[config.mk]
export PLATFORM = sky130hd
export DESIGN_NAME = pipe_ctrl_decode
export DESIGN_NICKNAME = d
export VERILOG_FILES = /design/src/rtl/pipe_ctrl_pkg.sv /design/src/rtl/pipe_ctrl_decode_comb.sv /design/src/rtl/pipe_ctrl_decode.sv
export SDC_FILE = /design/constraint.sdc
export NUM_CORES = 1
export LEC_CHECK = 0
export CAP_MARGIN = 20
export CORE_ASPECT_RATIO = 0.9
export CORE_MARGIN = 4
export CORE_UTILIZATION = 30
export DETAILED_ROUTE_END_ITERATION = 16
export MAX_ROUTING_LAYER = met4
export PLACE_DENSITY_LB_ADDON = 0.25
export SYNTH_ARGS = -nofsm -noshare
export SYNTH_HDL_FRONTEND = slang
export SYNTH_SLANG_ARGS = --single-unit
[constraint.sdc]
create_clock -name clk -period 2.65 [get_ports clk]
set_clock_uncertainty 0.2 [all_clocks]
set_input_delay 0.3975 -clock clk [delete_from_list [all_inputs] [get_ports clk]]
set_output_delay 0.3975 -clock clk [all_outputs]
set_load 0.02 [all_outputs]
[src/rtl/pipe_ctrl_pkg.sv]
// Shared control encodings for the D-stage decoder and the ID/EX register.
// Opcodes, ALU/ImmSrc/ResultSrc codes, branch bit indices, control bundle.
package pipe_ctrl_pkg;

  localparam logic [6:0] OP_LW   = 7'b0000011;
  localparam logic [6:0] OP_SW   = 7'b0100011;
  localparam logic [6:0] OP_RT   = 7'b0110011;
  localparam logic [6:0] OP_BT   = 7'b1100011;
  localparam logic [6:0] OP_IT   = 7'b0010011;
  localparam logic [6:0] OP_JALR = 7'b1100111;
  localparam logic [6:0] OP_JAL  = 7'b1101111;
  localparam logic [6:0] OP_LUI  = 7'b0110111;

  localparam logic [6:0] F7_M   = 7'b0000001;
  localparam logic [6:0] F7_ALT = 7'b0100000;

  localparam logic [3:0] ALU_ADD   = 4'd0;
  localparam logic [3:0] ALU_SUB   = 4'd1;
  localparam logic [3:0] ALU_AND   = 4'd2;
  localparam logic [3:0] ALU_OR    = 4'd3;
  localparam logic [3:0] ALU_PASSB = 4'd4;
  localparam logic [3:0] ALU_SLT   = 4'd5;
  localparam logic [3:0] ALU_SLTU  = 4'd6;
  localparam logic [3:0] ALU_XOR   = 4'd7;
  localparam logic [3:0] ALU_SLL   = 4'd8;
  localparam logic [3:0] ALU_SRL   = 4'd9;
  localparam logic [3:0] ALU_SRA   = 4'd10;

  localparam logic [2:0] IMM_I = 3'd0;
  localparam logic [2:0] IMM_S = 3'd1;
  localparam logic [2:0] IMM_B = 3'd2;
  localparam logic [2:0] IMM_J = 3'd3;
  localparam logic [2:0] IMM_U = 3'd4;

  localparam logic [1:0] RES_ALU = 2'd0;
  localparam logic [1:0] RES_MEM = 2'd1;
  localparam logic [1:0] RES_PC4 = 2'd2;
  localparam logic [1:0] RES_MD  = 2'd3;

  localparam int BR_BEQ  = 0;
  localparam int BR_BNE  = 1;
  localparam int BR_BLT  = 2;
  localparam int BR_BGE  = 3;
  localparam int BR_BLTU = 4;
  localparam int BR_BGEU = 5;

  typedef struct packed {
    logic       reg_write;
    logic       mem_write;
    logic       alu_src;
    logic       jump;
    logic       jump_sel;
    logic [1:0] result_src;
    logic [3:0] alu;
    logic [5:0] br;
    logic       md;
    logic [2:0] md_op;
    logic       illegal;
  } ctrl_t;

  // Zero for the two reserved branch func3 codes.
  function automatic logic [5:0] br_dec(input logic [2:0] f3);
    logic [5:0] v;
    v = '0;
    case (f3)
      3'b000:  v[BR_BEQ]  = 1'b1;
      3'b001:  v[BR_BNE]  = 1'b1;
      3'b100:  v[BR_BLT]  = 1'b1;
      3'b101:  v[BR_BGE]  = 1'b1;
      3'b110:  v[BR_BLTU] = 1'b1;
      3'b111:  v[BR_BGEU] = 1'b1;
      default: v = '0;
    endcase
    return v;
  endfunction

endpackage

[src/rtl/pipe_ctrl_decode_comb.sv]
// Pure combinational RV32I(+M) control decoder.
// Produces the E-stage control bundle, ImmSrc and the illegal flag.
module ctrl_decode_comb
  import pipe_ctrl_pkg::*;
#(
  parameter int EXT_M     = 1,
  parameter int EXT_SHIFT = 1,
  parameter int EXT_UBR   = 1
) (
  input  logic [31:0] instr,
  output logic [2:0]  imm_src,
  output ctrl_t       ctrl
);

  logic [6:0] op;
  logic [6:0] f7;
  logic [2:0] f3;
  logic       is_r;
  logic       bad;
  logic       bad_ri;
  logic [3:0] alu_ri;
  logic [5:0] br;
  logic       unused_bits;

  assign op   = instr[6:0];
  assign f3   = instr[14:12];
  assign f7   = instr[31:25];
  assign is_r = (op == OP_RT);
  assign br   = br_dec(f3);

  assign unused_bits = ^{instr[24:15], instr[11:7]};

  always_comb begin
    alu_ri = ALU_ADD;
    bad_ri = 1'b0;
    unique case (f3)
      3'b000: alu_ri = (is_r && f7 == F7_ALT) ? ALU_SUB : ALU_ADD;
      3'b001: begin
        alu_ri = ALU_SLL;
        bad_ri = (EXT_SHIFT == 0);
      end
      3'b010: alu_ri = ALU_SLT;
      3'b011: begin
        alu_ri = ALU_SLTU;
        bad_ri = (EXT_SHIFT == 0);
      end
      3'b100: begin
        alu_ri = ALU_XOR;
        bad_ri = (EXT_SHIFT == 0);
      end
      3'b101: begin
        alu_ri = f7[5] ? ALU_SRA : ALU_SRL;
        bad_ri = (EXT_SHIFT == 0);
      end
      3'b110: alu_ri = ALU_OR;
      3'b111: alu_ri = ALU_AND;
    endcase
  end

  always_comb begin
    ctrl    = '0;
    imm_src = IMM_I;
    bad     = 1'b0;
    unique case (1'b1)
      (op == OP_LW): begin
        ctrl.reg_write  = 1'b1;
        ctrl.alu_src    = 1'b1;
        ctrl.result_src = RES_MEM;
      end
      (op == OP_SW): begin
        imm_src        = IMM_S;
        ctrl.mem_write = 1'b1;
        ctrl.alu_src   = 1'b1;
      end
      (op == OP_RT): begin
        ctrl.reg_write = 1'b1;
        if (f7 == F7_M) begin
          bad             = (EXT_M == 0);
          ctrl.result_src = RES_MD;
          ctrl.md         = 1'b1;
          ctrl.md_op      = f3;
        end else begin
          bad      = bad_ri;
          ctrl.alu = alu_ri;
        end
      end
      (op == OP_IT): begin
        ctrl.reg_write = 1'b1;
        ctrl.alu_src   = 1'b1;
        ctrl.alu       = alu_ri;
        bad            = bad_ri;
      end
      (op == OP_BT): begin
        imm_src  = IMM_B;
        ctrl.alu = ALU_SUB;
        ctrl.br  = br;
        bad      = (br == '0) ||
                   (f3[2:1] == 2'b11 && EXT_UBR == 0);
      end
      (op == OP_JAL): begin
        imm_src         = IMM_J;
        ctrl.reg_write  = 1'b1;
        ctrl.jump       = 1'b1;
        ctrl.result_src = RES_PC4;
      end
      (op == OP_JALR): begin
        ctrl.reg_write  = 1'b1;
        ctrl.alu_src    = 1'b1;
        ctrl.jump       = 1'b1;
        ctrl.jump_sel   = 1'b1;
        ctrl.result_src = RES_PC4;
      end
      (op == OP_LUI): begin
        imm_src        = IMM_U;
        ctrl.reg_write = 1'b1;
        ctrl.alu_src   = 1'b1;
        ctrl.alu       = ALU_PASSB;
      end
      default: bad = 1'b1;
    endcase
    // Illegal words carry no side effects, only the flag.
    if (bad) begin
      ctrl         = '0;
      ctrl.illegal = 1'b1;
      imm_src      = IMM_I;
    end
  end

endmodule

[src/rtl/pipe_ctrl_decode.sv]
// D-stage decode into the ID/EX register with stall/flush,
// mul/div occupancy counter and illegal-opcode halt FSM.
module pipe_ctrl_decode
  import pipe_ctrl_pkg::*;
#(
  parameter int ALU_W     = 4,
  parameter int EXT_M     = 1,
  parameter int EXT_SHIFT = 1,
  parameter int EXT_UBR   = 1,
  parameter int MUL_LAT   = 3,
  parameter int DIV_LAT   = 8,
  parameter int DRAIN_CYC = 3
) (
  input  logic             clk,
  input  logic             rst_n,
  input  logic [31:0]      instr_d,
  input  logic             valid_d,
  input  logic             stall_e,
  input  logic             flush_e,
  output logic [2:0]       imm_src_d,
  output logic             reg_write_e,
  output logic             mem_write_e,
  output logic             alu_src_e,
  output logic             jump_e,
  output logic             jump_sel_e,
  output logic [1:0]       result_src_e,
  output logic [ALU_W-1:0] alu_control_e,
  output logic [5:0]       br_e,
  output logic             md_start_e,
  output logic [2:0]       md_op_e,
  output logic             stall_req,
  output logic             illegal_e,
  output logic             halted
);

  localparam int MAX_LAT = (MUL_LAT > DIV_LAT) ? MUL_LAT : DIV_LAT;
  localparam int CW      = $clog2(MAX_LAT + 1);
  localparam int DW      = (DRAIN_CYC > 1) ? $clog2(DRAIN_CYC) : 1;

  typedef enum logic [1:0] {
    S_RUN,
    S_DRAIN,
    S_HALTED
  } halt_e;

  ctrl_t          dec;
  ctrl_t          e_q;
  logic [2:0]     imm_src;
  logic [CW-1:0]  cnt;
  logic [CW-1:0]  lat_m1;
  halt_e          state;
  halt_e          state_nxt;
  logic [DW-1:0]  dcnt;
  logic [DW-1:0]  dcnt_nxt;
  logic           run;
  logic           load;
  logic           take_ill;

  ctrl_decode_comb #(
    .EXT_M     (EXT_M),
    .EXT_SHIFT (EXT_SHIFT),
    .EXT_UBR   (EXT_UBR)
  ) u_dec (
    .instr   (instr_d),
    .imm_src (imm_src),
    .ctrl    (dec)
  );

  assign run       = (state == S_RUN);
  assign stall_req = (cnt != '0);
  assign load      = run && !flush_e && !stall_e && !stall_req;
  assign take_ill  = load && valid_d && dec.illegal;
  assign lat_m1    = dec.md_op[2] ? CW'(DIV_LAT - 1)
                                  : CW'(MUL_LAT - 1);

  always_ff @(posedge clk) begin
    if (!rst_n) begin
      e_q <= '0;
      cnt <= '0;
    end else if (flush_e || !run) begin
      e_q <= '0;
      cnt <= '0;
    end else if (stall_e || stall_req) begin
      // Hold the bundle but never re-issue the mul/div start.
      e_q.md <= 1'b0;
      if (cnt != '0) cnt <= cnt - CW'(1);
    end else begin
      e_q <= valid_d ? dec : '0;
      cnt <= (valid_d && dec.md) ? lat_m1 : '0;
    end
  end

  always_ff @(posedge clk) begin
    if (!rst_n) begin
      state <= S_RUN;
      dcnt  <= '0;
    end else begin
      state <= state_nxt;
      dcnt  <= dcnt_nxt;
    end
  end

  always_comb begin
    state_nxt = state;
    dcnt_nxt  = dcnt;
    unique case (state)
      S_RUN: begin
        if (take_ill) begin
          state_nxt = (DRAIN_CYC == 0) ? S_HALTED : S_DRAIN;
          dcnt_nxt  = '0;
        end
      end
      S_DRAIN: begin
        if (dcnt == DW'(DRAIN_CYC - 1)) state_nxt = S_HALTED;
        else dcnt_nxt = dcnt + DW'(1);
      end
      S_HALTED: state_nxt = S_HALTED;
      default:  state_nxt = S_RUN;
    endcase
  end

  assign imm_src_d     = imm_src;
  assign reg_write_e   = e_q.reg_write;
  assign mem_write_e   = e_q.mem_write;
  assign alu_src_e     = e_q.alu_src;
  assign jump_e        = e_q.jump;
  assign jump_sel_e    = e_q.jump_sel;
  assign result_src_e  = e_q.result_src;
  assign alu_control_e = ALU_W'(e_q.alu);
  assign br_e          = e_q.br;
  assign md_start_e    = e_q.md;
  assign md_op_e       = e_q.md_op;
  assign illegal_e     = e_q.illegal;
  assign halted        = (state == S_HALTED);

endmodule

==> flow_summary_export.csv, run 1 <==
group,metric,value,unit
status,run_status,"complete, no violations",
detailed_routing,route.antenna.remaining_nets,0,
floorplan,floorplan.rows,25,
worst_setup_path,regToRegEndpoint,"alu_control_e[1]$_SDFFE_PP0N_",
sta,shortest_clock_period_the_worst_path_allows_after_layout,2.57,ns
synth,yosysUniqueCellTypes,47,
sta,timing.hold.ws,0.258,ns
synth,synth_area_leader_cell,"sky130_fd_sc_hd__dfxtp_1",
synth,ys_seq_area_frac,0.352,
sta,max_freq,389,MHz
detailed_routing,drt_first_iter_violations,94,
layout,final_layout_size_suffix_gt1_frac,0.211,
worst_setup_path,timing.critical_path.slowest_stage_cell,"sky130_fd_sc_hd__clkdlybuf4s50_1",
floorplan,die_area,6970,um^2
synth,postSynth.asyncResetShare,0,
global_route,first_global_vias,1565,
worst_setup_path,criticalPathCategory,"in -> out",
global_route,wire_length_of_the_first_global_routing_pass,7640,um
sta,finalSetupViolations,0,
job,max_cap_violations,0,
layout,post-route-util,0.487,
power_and_ir_drop,pwr_density_cell,456,nW/um^2
sta,layout_worst_path_cycle_share,0.970,
detailed_routing,drc,0,
sta,setup_repair_after_global_routing_missed_its_margin,"no",
global_route,grt_overflow_total,0,
worst_setup_path,worst-endpoint-required,2.05,ns
power_and_ir_drop,finalPower,1.19,mW
detailed_routing,routed_via_density,4.86,
sta,final-hold-violation-count,0,
cts,worst_skew_pair.late_latency,0.28,ns
worst_setup_path,reg2reg_from,"cnt[0]$_SDFFE_PP0P_",
worst_setup_path,critical_path.cell_chain,"clkdlybuf4s50_1, buf_4, nand4bb_1, nand2_1, nor2_1, or3_1, nor2_1, buf_4",
sta,timing.slew.headroom,0.684,
power_and_ir_drop,leak_pwr,1.06,nW
floorplan,horizontal_die_dimension,87.5,um
detailed_routing,wl,4680,um
synth,ys.flop_type,"sky130_fd_sc_hd__dfxtp_1",
cts,post_cts_repair_timing_setup_buffer_count,0,
floorplan,num_io_pins,64,
worst_setup_path,worst-path-stages,8,
worst_setup_path,arrival,1.97,ns
synth,post-synth-top-count-cell,"sky130_fd_sc_hd__dfxtp_1",
synth,synth.yosys.warnings,0,
synth,syn-instance-count,201,
sta,final-max-slew-violation-count,0,
global_route,grt_antenna_before_repair,0,
layout,filler_cell_count,527,
placed_design,pre_cts_slack,-0.419,ns
floorplan,core,5380,um^2
layout,area_growth,53.3,%
placed_design,dpl.cell_count,343,
placed_design,gpl.final_weighted_congestion,0.867,
worst_setup_path,crit_buf_inv,3,
worst_setup_path,timing.critical_path.from,"instr_d[3]",
floorplan,floorplan.initialDensity,0.317,
worst_setup_path,timing.critical_path.slowest_cell_delay,0.44,ns
global_route,grt.total_usage,0.143,
placed_design,hpwlAfterDp,3650,um
synth,synth.top_cells.by_area,"sky130_fd_sc_hd__dfxtp_1 (35%), sky130_fd_sc_hd__nor2_1 (5.9%), sky130_fd_sc_hd__ha_1 (5.1%), sky130_fd_sc_hd__a22o_1 (4.6%), sky130_fd_sc_hd__nand2_1 (4.6%)",
cts,buffer_levels_on_the_longest_clock_path,2,
synth,netlist.area_leader.share,0.352,
cts,tritoncts_clock_tree,"built",
detailed_routing,detailedRoute.firstPassIterationCount,4,
worst_setup_path,cp_top_family,"simple AND/OR/NAND/NOR gates",
layout,nNetsFinal,327,
placed_design,port-buffer-count,48,
global_route,grt_start_max_net_pins,18,
cts,clkTransAtPathRegs,0.06,ns
power_and_ir_drop,vdd.ir_drop.worst,0.000311,V
worst_setup_path,worst_setup_path_start_kind,"input pin",
cts,number_of_hold_buffers_added_after_cts,0,
cts,ctsHtreeMaxLevel,2,
min_path,hold_path_class,"reg -> reg",
sta,final_worst_setup_slack,0.0808,ns
worst_setup_path,endpoint_kind,"output pin",
synth,post_synth_most_frequent_cells,"sky130_fd_sc_hd__dfxtp_1 (30), sky130_fd_sc_hd__nor2_1 (27), sky130_fd_sc_hd__nand2_1 (21), sky130_fd_sc_hd__clkbuf_1 (11)",
synth,synth.cell_area,1710,um^2
layout,insertedDiodeCount,0,
synth,synth-edff-count,0,
synth,average_cell_area_after_synthesis,8.50,um^2
detailed_routing,routedWlPerCell,13.3,um
layout,layout.cells.non_filler,351,
detailed_routing,routed-via-count,1707,
cts,cts_buffers,5,
worst_setup_path,crit_fanout,9,
synth,postSynthRegisterBits,30,
worst_setup_path,reg2reg_slack,0.24,ns
cts,clockRootBuffer,"sky130_fd_sc_hd__clkbuf_8",
worst_setup_path,timing.reg2reg.worst_path_depth,7,
floorplan,chipHeight,79.6,um
sta,timing_worst_slew_pin_value,0.467,ns
worst_setup_path,cp-endpoint,"imm_src_d[1]",
cts,clock_sink_count,30,
synth,syn_nets,245,
-- worst register-to-register path, stage by stage, from the launching register on --
cell,delay [ns]
sky130_fd_sc_hd__dfxtp_1,0.33
sky130_fd_sc_hd__inv_1,0.08
sky130_fd_sc_hd__ha_1,0.18
sky130_fd_sc_hd__or4b_1,0.53
sky130_fd_sc_hd__a311oi_4,0.37
sky130_fd_sc_hd__nand2b_4,0.14
sky130_fd_sc_hd__nor4b_2,0.32
sky130_fd_sc_hd__a32o_1,0.21
-- worst min-delay path by stage --
| stage | from | endpoint | slack [ns] | depth (start not counted) |
|---|---|---|---|---|
| 2_1_floorplan | dcnt[0]$_SDFFE_PN0P_ | dcnt[0]$_SDFFE_PN0P_ | 0.25 | 2 |
| 3_3_place_gp | alu_control_e[0]$_SDFFE_PP0N_ | alu_control_e[0]$_SDFFE_PP0N_ | 0.24 | 2 |
| 3_5_place_dp | jump_sel_e$_SDFFE_PP0N_ | jump_sel_e$_SDFFE_PP0N_ | 0.25 | 2 |
| 4_1_cts | alu_control_e[0]$_SDFFE_PP0N_ | alu_control_e[0]$_SDFFE_PP0N_ | 0.27 | 2 |
| 5_1_grt | alu_control_e[0]$_SDFFE_PP0N_ | alu_control_e[0]$_SDFFE_PP0N_ | 0.29 | 2 |
| 6_report | alu_control_e[0]$_SDFFE_PP0N_ | alu_control_e[0]$_SDFFE_PP0N_ | 0.26 | 2 |
-- metal layers --
| layer | wire [um] | global-route usage | share of wire | vias up |
|---|---|---|---|---|
| met5 | 0 | - | 0 | - |
| met4 | 41 | 0.0368 | 0.0088 | 0 |
| met3 | 237 | 0.0361 | 0.051 | 6 |
| met2 | 1960 | 0.198 | 0.42 | 40 |
| met1 | 2440 | 0.205 | 0.52 | 772 |
| li1 | - | - | - | 889 |
-- sequential cells by signal, summed over array words and instances (netlist names) --
signal / cells
alu_control_e: 4
md_op_e: 3
md_start_e: 1
reg_write_e: 1
cnt: 4
alu_src_e: 1
jump_e: 1
dcnt: 2
result_src_e: 2
br_e: 6
mem_write_e: 1
jump_sel_e: 1
illegal_e: 1
state: 2
-- report_power, final --
group          switching, mW  total (mW)  internal (mW)
Sequential           0.00992       0.476          0.466
Combinational          0.179       0.336          0.157
Clock                  0.173       0.383          0.209
Total                  0.362        1.19          0.832
-- stage by stage --
step                      cell area [um^2]  TNS [ns]
after CTS                             2600         0
final                                 2620         0
after global placement                2510    -0.979
after global routing                  2620         0
after detailed placement              2510    -0.965
after floorplan                       1710         0
-- repair_timing --
action | in CTS | in global routing
setup endpoints to repair | 3 | 4
resized for setup | 7 | 5
pin swaps | 0 | 1
-- placed cells by master, fill, tap and decap left out, drive strengths merged, types with 2 or more instances in the layout --
cell type	netlist	final
ha	7	7
clkdlybuf4s50	0	45
or3	2	2
o22ai	3	3
nor2	27	27
nand2b	3	3
mux2i	2	2
dfxtp	30	30
nand3	5	5
a31oi	2	2
a21oi	4	4
nor3	8	8
o21a	2	2
a32o	7	7
nand3b	3	3
dlygate4sd2	0	2
a22o	9	9
nand4b	2	2
o31ai	2	2
a32oi	3	3
inv	9	9
clkbuf	11	7
nand4bb	2	2
o21ai	9	9
a21o	3	3
buf	1	40
nand2	21	21
nor2b	5	5
-- cells by family after synthesis --
| family | Yosys count | synth area share |
|---|---|---|
| buffers and inverters | 21 | 0.0505 |
| multiplexers | 2 | 0.0117 |
| adder cells (fa/ha/maj) | 7 | 0.0513 |
| flip-flops | 30 | 0.352 |
| XOR/XNOR | 2 | 0.0103 |
| AND/OR/NAND/NOR | 89 | 0.294 |
| AO/OA/AOI/OAI | 50 | 0.231 |
-- area by class of cell --
type / instances / area, um^2 / share of cell area
Multi-Input combinational cell: 150 / 1040 / 0.397
Timing Repair Buffer: 87 / 768 / 0.293
Sequential cell: 30 / 601 / 0.229
Clock buffer: 7 / 86.3 / 0.0330
Tap cell: 67 / 83.8 / 0.0320
Inverter: 9 / 33.8 / 0.0129
Clock inverter: 1 / 5.00 / 0.00191
Power figures use the tool's default switching activity.
==> run 2: changes to the inputs <==
--- a/config.mk
+++ b/config.mk
@@ -12,6 +12,7 @@
 export DETAILED_ROUTE_END_ITERATION = 16
 export MAX_ROUTING_LAYER = met4
 export PLACE_DENSITY_LB_ADDON = 0.25
+export SKIP_CTS_REPAIR_TIMING = 1
 export SYNTH_ARGS = -nofsm -noshare
 export SYNTH_HDL_FRONTEND = slang
 export SYNTH_SLANG_ARGS = --single-unit
==> run 2 against run 1 <==
Net effect: via count decreased by 0.64%; sequential share of layout area did not move; highest routed layer unchanged; total power about the same; die area is the same.
==> flow_summary_export.csv, run 2 (synthesis results as in run 1) <==
group,metric,value,unit
cts,tritoncts_clock_tree,"built",
cts,worst_skew_pair.late_latency,0.28,ns
job,max_cap_violations,0,
placed_design,pre_cts_slack,-0.419,ns
detailed_routing,drt_first_iter_violations,97,
layout,nNetsFinal,327,
sta,timing_worst_slew_pin_value,0.468,ns
sta,setup_repair_after_global_routing_missed_its_margin,"no",
detailed_routing,detailedRoute.firstPassIterationCount,4,
cts,ctsHtreeMaxLevel,2,
sta,final_worst_setup_slack,0.0787,ns
layout,mostFrequentLayoutCells,"sky130_fd_sc_hd__clkdlybuf4s50_1 (45), sky130_fd_sc_hd__buf_4 (40), sky130_fd_sc_hd__dfxtp_1 (30), sky130_fd_sc_hd__nor2_1 (26), sky130_fd_sc_hd__nand2_1 (21)",
placed_design,gpl.final_weighted_congestion,0.867,
worst_setup_path,endpoint_kind,"output pin",
layout,largest_reg_flops,6,
power_and_ir_drop,vdd.ir_drop.worst,0.000311,V
sta,final-max-slew-violation-count,0,
detailed_routing,route.antenna.remaining_nets,0,
detailed_routing,drc,0,
floorplan,die_area,6970,um^2
placed_design,port-buffer-count,48,
worst_setup_path,crit_fanout,9,
cts,clockRootBuffer,"sky130_fd_sc_hd__clkbuf_8",
sta,timing.setup.tns,0,ns
worst_setup_path,worst-endpoint-required,2.05,ns
detailed_routing,routedWlPerCell,13.3,um
cts,clock_sink_count,30,
global_route,grt_start_max_net_pins,18,
status,run_status,"complete, no violations",
detailed_routing,wl,4680,um
detailed_routing,routed_via_density,4.83,
worst_setup_path,arrival,1.97,ns
worst_setup_path,worst_setup_path_start_kind,"input pin",
layout,layout.cells.most_common,"sky130_fd_sc_hd__clkdlybuf4s50_1",
global_route,wire_length_of_the_first_global_routing_pass,7590,um
sta,timing.slew.headroom,0.684,
power_and_ir_drop,leak_pwr,1.08,nW
layout,post-route-util,0.487,
cts,clkTransAtPathRegs,0.06,ns
layout,final_layout_size_suffix_gt1_frac,0.204,
cts,buffer_levels_on_the_longest_clock_path,2,
power_and_ir_drop,pwr_density_cell,456,nW/um^2
placed_design,hpwlAfterDp,3650,um
floorplan,floorplan.rows,25,
sta,max_freq,389,MHz
sta,finalSetupViolations,0,
sta,final-hold-violation-count,0,
floorplan,floorplan.initialDensity,0.317,
floorplan,core,5380,um^2
global_route,grt_overflow_total,0,
detailed_routing,routed-via-count,1696,
floorplan,num_io_pins,64,
global_route,grt.total_usage,0.142,
cts,cts_buffers,5,
worst_setup_path,criticalPathCategory,"in -> out",
floorplan,horizontal_die_dimension,87.5,um
min_path,hold_path_class,"reg -> reg",
floorplan,chipHeight,79.6,um
layout,insertedDiodeCount,0,
sta,shortest_clock_period_the_worst_path_allows_after_layout,2.57,ns
layout,area_growth,53.3,%
sta,layout_worst_path_cycle_share,0.970,
power_and_ir_drop,finalPower,1.19,mW
global_route,grt_antenna_before_repair,0,
worst_setup_path,reg2reg_slack,0.24,ns
global_route,first_global_vias,1562,
==> run 2: cell count changes in the layout (fill, tap and decap cells not counted) <==
cell,previous run,this run
sky130_fd_sc_hd__dlygate4sd2_1,2,0
sky130_fd_sc_hd__dlymetal6s2s_1,0,2
sky130_fd_sc_hd__nor2_1,25,26
sky130_fd_sc_hd__nor2_2,2,1
sky130_fd_sc_hd__nor3_1,6,7
sky130_fd_sc_hd__nor3_2,1,0
==> run 2: metal layers <==
metal  vias up  GRT usage  wire length (um)
met5         -          -                 0
met3         6     0.0361               226
met1       760      0.203              2460
met4         0     0.0368                41
met2        40      0.197              1950
li1        890          -                 -
==> run 2: cell type report <==
class                      instances  area (um^2)
tap                               67         83.8
timing repair buffer              87          776
inverter                           9         33.8
sequential                        30          601
clock buffer                       7         86.3
fill                             527         2760
clock inverter                     1         5.00
multi-input combinational        150         1030
==> run 2: worst paths after layout <==
check,startpoint,endpoint,depth (start not counted)
hold reg to reg,alu_control_e[0]$_SDFFE_PP0N_,alu_control_e[0]$_SDFFE_PP0N_,2
setup reg to reg,cnt[0]$_SDFFE_PP0P_,alu_control_e[1]$_SDFFE_PP0N_,7
setup / recovery,instr_d[3],imm_src_d[1],8
hold / removal,alu_control_e[0]$_SDFFE_PP0N_,alu_control_e[0]$_SDFFE_PP0N_,2
==> run 2: critical path, cell delays in order <==
cell	delay (ns)
sky130_fd_sc_hd__clkdlybuf4s50_1	0.44
sky130_fd_sc_hd__buf_4	0.18
sky130_fd_sc_hd__nand4bb_1	0.17
sky130_fd_sc_hd__nand2_1	0.10
sky130_fd_sc_hd__nor2_1	0.06
sky130_fd_sc_hd__or3_1	0.38
sky130_fd_sc_hd__nor2_1	0.10
sky130_fd_sc_hd__buf_4	0.14
==> run 2: metrics by stage <==
stage / hold WS [ns] / instances / area [um^2]
6_report: 0.261 / 351 / 2620
5_1_grt: 0.285 / 351 / 2620
4_1_cts: 0.265 / 351 / 2600
3_5_place_dp: 0.248 / 343 / 2510
3_3_place_gp: 0.244 / 343 / 2510
2_1_floorplan: 0.246 / 201 / 1710
==> run 2: power by group <==
| group | switching, mW | leakage [nW] | internal (mW) | total (mW) |
|---|---|---|---|---|
| logic | 0.178 | 0.795 | 0.157 | 0.335 |
| clock network | 0.173 | 0.0482 | 0.209 | 0.382 |
| registers | 0.00993 | 0.242 | 0.466 | 0.476 |
==> run 3: changes to the inputs <==
--- a/config.mk
+++ b/config.mk
@@ -12,7 +12,6 @@
 export DETAILED_ROUTE_END_ITERATION = 16
 export MAX_ROUTING_LAYER = met4
 export PLACE_DENSITY_LB_ADDON = 0.25
-export SKIP_CTS_REPAIR_TIMING = 1
 export SYNTH_ARGS = -nofsm -noshare
 export SYNTH_HDL_FRONTEND = slang
 export SYNTH_SLANG_ARGS = --single-unit
==> results of run 3 <==
The final DEF is identical to that of run 1; final timing and power are the same.
==> RTL change: new RTL, flow settings as in run 1 <==
`DIV_LAT`: 8 -> 4.
--- a/src/rtl/pipe_ctrl_decode.sv
+++ b/src/rtl/pipe_ctrl_decode.sv
@@ -8,7 +8,7 @@
   parameter int EXT_SHIFT = 1,
   parameter int EXT_UBR   = 1,
   parameter int MUL_LAT   = 3,
-  parameter int DIV_LAT   = 8,
+  parameter int DIV_LAT   = 4,
   parameter int DRAIN_CYC = 3
 ) (
   input  logic             clk,
Formal check against the unedited RTL: not equivalent (a bounded check fails within 10 cycles, from zero or initial values and one cycle with rst_n low).
==> RTL change against run 1 <==
Area after synthesis is 2.2% higher; global-route usage decreased by 0.75 points; non-clock buffer count fell by 13; setup slack better by 0.048 ns; sequential cell count decreased by 1; sequential share of layout area hardly changed; synthesized cell count shrank 4.0%; power is 4.4% higher; final area fell by 3.5%; count of clock-buffer cells in the layout unchanged; clock power rose by 22%; routed wire length fell by 6.0%; critical path depth is 2 lower; critical endpoint is now imm_src_d[0].
==> RTL change: results <==
metrics = {
    "cts": {
        "cts-hold-fix-buffers": 0,
        "clk_latency_ns": 0.27,
        "cts-resized-gates": 3,
        "root_buffer": "clkbuf_8",
        "clk_pin_slew_worst_paths_ns": 0.06,
    },
    "critical_path": {
        "reg2reg_from": "cnt[0]",
        "rrSetupSlack_ns": 0.40,
        "timing.rr.end": "br_e[4]",
        "startpoint": "instr_d[5]",
        "worstPathArrival_ns": 1.92,
        "crit_slowest_cell": "clkdlybuf4s50_1",
        "reg2regPathDepth": 8,
        "slowest_delay_ns": 0.51,
        "path_max_fanout": 4,
        "critPathTopFamily": "buffers and inverters",
    },
    "finish": {
        "diodes": 0,
        "final_nets": 307,
        "largest_reg_flops": 6,
        "fill_cells": 593,
        "drive_above_1_share_pct": 19.3,
    },
    "outcome": {
        "run_status": "completed",
    },
    "routing": {
        "routed_wl_mm": 4.40,
        "viasPerCell": 4.79,
        "first_iter_violations": 85,
        "vias": 1599,
    },
    "placement": {
        "dp_slack_ns": -0.225,
        "io_buffers": 48,
        "hpwlAfterDp_mm": 3.53,
        "place.gp.congestion": 0.794,
        "dp_cells": 326,
    },
    "logic_synthesis": {
        "synth_cell_types": 56,
        "syn_nets": 237,
        "synth_async_sr_flop_share_pct": 0,
        "yosysMostFrequentCell": "dfxtp_1",
        "syn_area_per_cell_sq_um": 9.04,
        "synth_common_cells": "29 x dfxtp_1, 22 x nand2_1, 15 x nor2_1",
        "seq_area_frac_synth_pct": 33.3,
        "synthTopCellsByArea": "dfxtp_1 33%, a32o_1 5.2%, ha_1 5.0%",
    },
    "worst_hold_path": {
        "hold_path_depth": 2,
        "hold_end": "jump_e",
        "hold_start": "jump_e",
        "min_path_type": "flop to flop",
    },
    "global_routing": {
        "grt_pass1_wl_mm": 7.39,
        "grt_use_total_pct": 13.5,
        "grt_max_degree": 22,
        "antenna_found_initial": 0,
    },
    "pwr": {
        "p_leak_nw": 0.999,
        "intPower_mw": 0.902,
        "peakVddDrop_v": 0.000249,
    },
    "timing": {
        "worst_slew_pin_slew_ns": 0.296,
        "whs_ns": 0.238,
    },
}
==> RTL change: cell types whose count changed after synthesis, moves of 3 or more <==
cell      before  now
nor2b_1        5    1
clkbuf_1      11    4
a21oi_1        4    7
nor2_1        27   15
nor3_1         7    3
o21ai_1        0    6
a22o_1         9    5
a32oi_1        3    0
inv_1          9   14
==> RTL change: cells by family (layout without fill, tap and decap cells) <==
logic type	count (synthesis)	count (layout)	synth area share (%)
muxes	3	3	1.72
adders and majority gates	7	7	5.02
and+or+nand+nor	75	75	27.8
xor gates and xnor gates	1	1	0.502
AOI/OAI and AO/OA	53	53	23.4
DFF	29	29	33.3
buffers and inverters	25	96	8.24
==> RTL change: worst max path at each step <==
stage | to | slack [ns] | cells past startpoint
6_report | imm_src_d[0] | 0.13 | 6
5_1_grt | imm_src_d[2] | 0.02 | 7
4_1_cts | imm_src_d[1] | 0.01 | 6
3_5_place_dp | imm_src_d[1] | -0.22 | 7
3_3_place_gp | imm_src_d[1] | -0.21 | 7
2_1_floorplan | br_e[2] | 0.47 | 9
==> RTL change: metrics by stage <==
step                TNS [ns]  instance area [sq um]
global route               0                   2530
floorplan                  0                   1750
detailed placement    -0.505                   2420
global placement      -0.484                   2420
finish                     0                   2530
CTS                        0                   2530
==> RTL change: worst min-delay path, stage by stage, from the launching register on <==
cell and delay, ns:
dfxtp_1 0.31, nand2_1 0.05, nand2_1 0.04
==> RTL change: area by class of cell <==
type / count / area, sq um / share of cell area, %
clock buffer: 7 / 86.3 / 3.42
clock inverter: 1 / 30.0 / 1.19
inverter: 14 / 52.6 / 2.08
multi-input combinational: 139 / 1020 / 40.4
sequential: 29 / 581 / 23.0
tap: 70 / 87.6 / 3.47
timing repair buffer: 74 / 668 / 26.4
==> RTL change: per-layer routing <==
layer | share of wire, % | track usage [%]
met5 | 0 | -
met2 | 44 | 21.0
met3 | 5.1 | 2.56
met4 | 1.2 | 4.08
met1 | 50 | 17.9
==> RTL change: power groups by stage <==
| stage | logic, mW | clock network (mW) | registers (mW) |
|---|---|---|---|
| 3_5_place_dp | 0.314 | 0 | 0.473 |
| 3_3_place_gp | 0.311 | 0 | 0.473 |
| 6_report | 0.315 | 0.469 | 0.463 |
| 2_1_floorplan | 0.213 | 0 | 0.472 |
| 5_1_grt | 0.357 | 0.498 | 0.465 |
| 4_1_cts | 0.315 | 0.480 | 0.463 |
